$ cat src/rtl/paquete_sumador.sv
// Shared types for the operand sequencer that feeds the ripple-carry adder.
package paquete_sumador;

    typedef enum logic [1:0] {
        ESPERA_A = 2'd0,
        ESPERA_B = 2'd1,
        CALCULA  = 2'd2,
        MUESTRA  = 2'd3
    } estado_t;

    localparam int BITS_DEF = 4;

endpackage

$ cat src/rtl/detector_flanco.sv
// Rising-edge detector producing a one-cycle pulse. A level that is already
// high when reset is released is not reported until it has been seen low.
module detector_flanco (
    input  logic clk,
    input  logic rst_n,
    input  logic senal,
    output logic flanco
);

    logic senal_q, senal_d;
    logic armado_q, armado_d;

    always_comb begin
        senal_d  = senal;
        armado_d = armado_q | ~senal;
    end

    always_ff @(posedge clk or negedge rst_n) begin
        if (!rst_n) begin
            senal_q  <= 1'b0;
            armado_q <= 1'b0;
        end else begin
            senal_q  <= senal_d;
            armado_q <= armado_d;
        end
    end

    assign flanco = senal & ~senal_q & armado_q;

endmodule

$ cat src/rtl/secuenciador_operandos.sv
// Operand sequencer: loads A then B from a shared bus, registers the adder
// result, and supports chaining the previous sum back in as operand A.
module secuenciador_operandos
    import paquete_sumador::*;
#(
    parameter int BITS = BITS_DEF
) (
    input  logic            clk,
    input  logic            rst_n,
    input  logic [BITS-1:0] dato_in,
    input  logic            cargar,
    input  logic            acumular,
    input  logic            limpiar,
    output logic [BITS-1:0] num1,
    output logic [BITS-1:0] num2,
    input  logic [BITS-1:0] resul_in,
    input  logic            cout_in,
    output logic [BITS-1:0] resultado,
    output logic            carry,
    output logic            valido,
    output logic [1:0]      estado
);

    logic flanco;

    estado_t         estado_q, estado_d;
    logic [BITS-1:0] num1_q, num1_d;
    logic [BITS-1:0] num2_q, num2_d;
    logic [BITS-1:0] resultado_q, resultado_d;
    logic            carry_q, carry_d;
    logic            valido_q, valido_d;

    detector_flanco u_detector (
        .clk    (clk),
        .rst_n  (rst_n),
        .senal  (cargar),
        .flanco (flanco)
    );

    always_comb begin
        estado_d    = estado_q;
        num1_d      = num1_q;
        num2_d      = num2_q;
        resultado_d = resultado_q;
        carry_d     = carry_q;
        valido_d    = valido_q;

        if (limpiar) begin
            estado_d    = ESPERA_A;
            num1_d      = '0;
            num2_d      = '0;
            resultado_d = '0;
            carry_d     = 1'b0;
            valido_d    = 1'b0;
        end else begin
            case (estado_q)
                ESPERA_A: begin
                    if (flanco) begin
                        num1_d   = dato_in;
                        estado_d = ESPERA_B;
                    end
                end
                ESPERA_B: begin
                    if (flanco) begin
                        num2_d   = dato_in;
                        estado_d = CALCULA;
                    end
                end
                // Adder inputs have been stable for a full cycle here.
                CALCULA: begin
                    resultado_d = resul_in;
                    carry_d     = cout_in;
                    valido_d    = 1'b1;
                    estado_d    = MUESTRA;
                end
                MUESTRA: begin
                    if (flanco) begin
                        valido_d = 1'b0;
                        if (acumular) begin
                            num1_d   = resultado_q;
                            num2_d   = dato_in;
                            estado_d = CALCULA;
                        end else begin
                            num1_d   = dato_in;
                            estado_d = ESPERA_B;
                        end
                    end
                end
                default: estado_d = ESPERA_A;
            endcase
        end
    end

    always_ff @(posedge clk or negedge rst_n) begin
        if (!rst_n) begin
            estado_q    <= ESPERA_A;
            num1_q      <= '0;
            num2_q      <= '0;
            resultado_q <= '0;
            carry_q     <= 1'b0;
            valido_q    <= 1'b0;
        end else begin
            estado_q    <= estado_d;
            num1_q      <= num1_d;
            num2_q      <= num2_d;
            resultado_q <= resultado_d;
            carry_q     <= carry_d;
            valido_q    <= valido_d;
        end
    end

    assign num1      = num1_q;
    assign num2      = num2_q;
    assign resultado = resultado_q;
    assign carry     = carry_q;
    assign valido    = valido_q;
    assign estado    = estado_q;

endmodule

$ cat config.mk
export PLATFORM = sky130hd
export DESIGN_NAME = secuenciador_operandos
export DESIGN_NICKNAME = d
export VERILOG_FILES = /design/src/rtl/paquete_sumador.sv /design/src/rtl/detector_flanco.sv /design/src/rtl/secuenciador_operandos.sv
export SDC_FILE = /design/constraint.sdc
export NUM_CORES = 1
export LEC_CHECK = 0
export ABC_AREA = 1
export ABC_CLOCK_PERIOD_IN_PS = 1700
export CAP_MARGIN = 20
export CORE_MARGIN = 2
export CORE_UTILIZATION = 46
export DETAILED_ROUTE_END_ITERATION = 16
export HOLD_SLACK_MARGIN = 0.15
export MAX_ROUTING_LAYER = met4
export PLACE_DENSITY = 0.79
export SLEW_MARGIN = 20
export SYNTH_ARGS = -nofsm -noshare
export SYNTH_HDL_FRONTEND = slang
export SYNTH_SLANG_ARGS = --single-unit
$ cat constraint.sdc
create_clock -name clk -period 1.7 [get_ports clk]
set_input_delay 0.34 -clock clk [delete_from_list [all_inputs] [get_ports clk]]
set_output_delay 0.34 -clock clk [all_outputs]
set_load 0.05 [all_outputs]
==> metrics <==
vias in the first global route 731; Post-layout nets 151; Post-Syn Area 828 sq um; nature of the critical path endpoint output pin; IO buf count 29; initial antenna violation count 0; RSZ-0062 raised after global routing false; fillers 151; final cycle utilization of the critical path 82.0%; Final Hold Vio Count 0; Avg Cell Area, Syn 8.04 sq um; worst-margin pin slew 0.350 ns; VDD IR-drop max 0.589 mV; Final Wtd Congestion 0.790; maximum clock path buffer count 2; max_slew headroom 76.7%; Crit path max-delay family flip-flops; Worst setup SP type register; CP max stage cell dfrtp_1; most common cell after layout, fill and taps aside nand2_1; final core occ 68.7%; Leak 0.629 nW; ant diodes 0; Layout Cells excl Fill 161; Worst EP required 1.36 ns; CTS Root Cell clkbuf_4; Setup Buffers After CTS 0; Reg area 450 sq um; Via density 4.94; Crit path largest cell delay 0.56 ns; Initial DRC Count 13; fin crit period 1.39 ns; arrival time of the worst setup path 1.05 ns; CTS resizes 0; most frequent cells in the layout nand2_1, dfrtp_1, buf_4; Area contributors post-synth dfrtp_1, nand2_1, nand3_1; Bufs and invs on worst path 1; post-DP HPWL 1440 um; I/O Pins 30; Routed Wire Length 1900 um; pwr/cell area 842 nW/um^2; dpl cells 157; Inserted Clock Buffers 3; Initial Utilization 48.5%; first-pass GRT wire length 2940 um; sequential-to-total area share from yosys stat 54.4%; worst-path maximum fanout 8; Syn Nets 117; DRC 0; Die Ht 46.4 um; skew final 0.00637 ns; setup tns final 0 ns; Die X 46.4 um; Total GRT Usage 20.2%; first-pass detailed-route iteration total 4; Post-Syn Instances 103; area grow syn2layout 41.7%; Max Cap Viol 0; yosys warns 0; maximum clock rate 717 MHz; hold buffer count at cts 0; Yosys top cell by area dfrtp_1; Synth cell types 12; clock slew at reported path FFs 0.11 ns; WL per Instance 11.8 um; status complete, no violations; Synth top area share 54.4%; Max Slew Vio Count 0; Synth Register Bits 18; Core ar. 1710 sq um; TritonCTS clock tree done; die area 2160 sq um; CP Class register to output pin; Row Count 15; Hold WC Path Type input port to asynchronous set/reset pin; multi-input logic area 332 sq um; share of cells above drive strength 1 21.3%; antenna violation net count after detailed routing 0; Final setup viols 0; H-tree depth 1; vias post-DR 796; GR Overflow Total 0; critical path, cell by cell buf_12; clk sinks 18; Clock Latency Late Sink 0.30 ns; largest net degree at the start of global routing 20
-- final timing paths --
path	to	start	cells after the start	slack (ns)
max	estado[0]	estado[0]	1	0.31
min	num1[0]	rst_n	2	0.37
max reg2reg	num1[1]	estado[0]	5	0.49
min reg2reg	valido	valido	2	0.48
max in group asynchronous	valido	rst_n	2	1.13
min in group clk	valido	valido	2	0.48
-- sequential cells by signal, summed over array words and instances, names as in the netlist --
name / cells
u_detector.senal_q: 1
estado: 2
carry: 1
resultado: 4
valido: 1
num1: 4
num2: 4
u_detector.armado_q: 1
-- where the power goes --
group          switching (W)  leakage, nW  internal [W]
clock               0.000137       0.0210      0.000131
sequential         0.0000210        0.237      0.000451
combinational       0.000159        0.371     0.0000892
-- through the flow --
stage	power (W)	instance area (sq um)	setup WS [ns]	hold slack [ns]
floorplan	0.000622	828	0.371	0.0444
global placement	0.000725	1140	0.171	0.456
detailed placement	0.000730	1140	0.0965	0.464
CTS	0.000998	1170	0.300	0.370
global route	0.00103	1170	0.244	0.370
finish	0.000988	1170	0.306	0.369
-- logic make-up (layout without fill, tap and decap cells) --
| logic type | after synthesis | count (layout) | share of synthesized area (%) |
|---|---|---|---|
| compound gates | 9 | 9 | 5.44 |
| simple gates | 64 | 64 | 34.6 |
| flops | 18 | 18 | 54.4 |
| buf+inv | 12 | 45 | 5.59 |
-- metal layers --
layer	up-vias	part of all wire, %	track usage, %
li1	395	-	-
met1	367	42	22.1
met2	27	51	34.2
met3	7	4.2	2.75
met4	0	3.0	12.6
met5	-	0	-
-- cells in the mapped netlist --
| cell type | count |
|---|---|
| dfrtp_1 | 18 |
| inv_2 | 2 |
| nand2_2 | 3 |
| nor2_2 | 1 |
| nand2_1 | 42 |
| nand4_1 | 2 |
| nand3_1 | 14 |
| buf_2 | 1 |
| nand3_2 | 1 |
| nor2_4 | 1 |
| inv_1 | 9 |
| o21ai_1 | 9 |
-- area by class of cell --
type	instances	area share, %
sequential	18	38.4
multi-input combinational	73	28.3
timing repair buffer	30	24.1
inverter	11	3.52
clock buffer	4	3.09
tap	25	2.67
(Power assumes the default switching activity.)
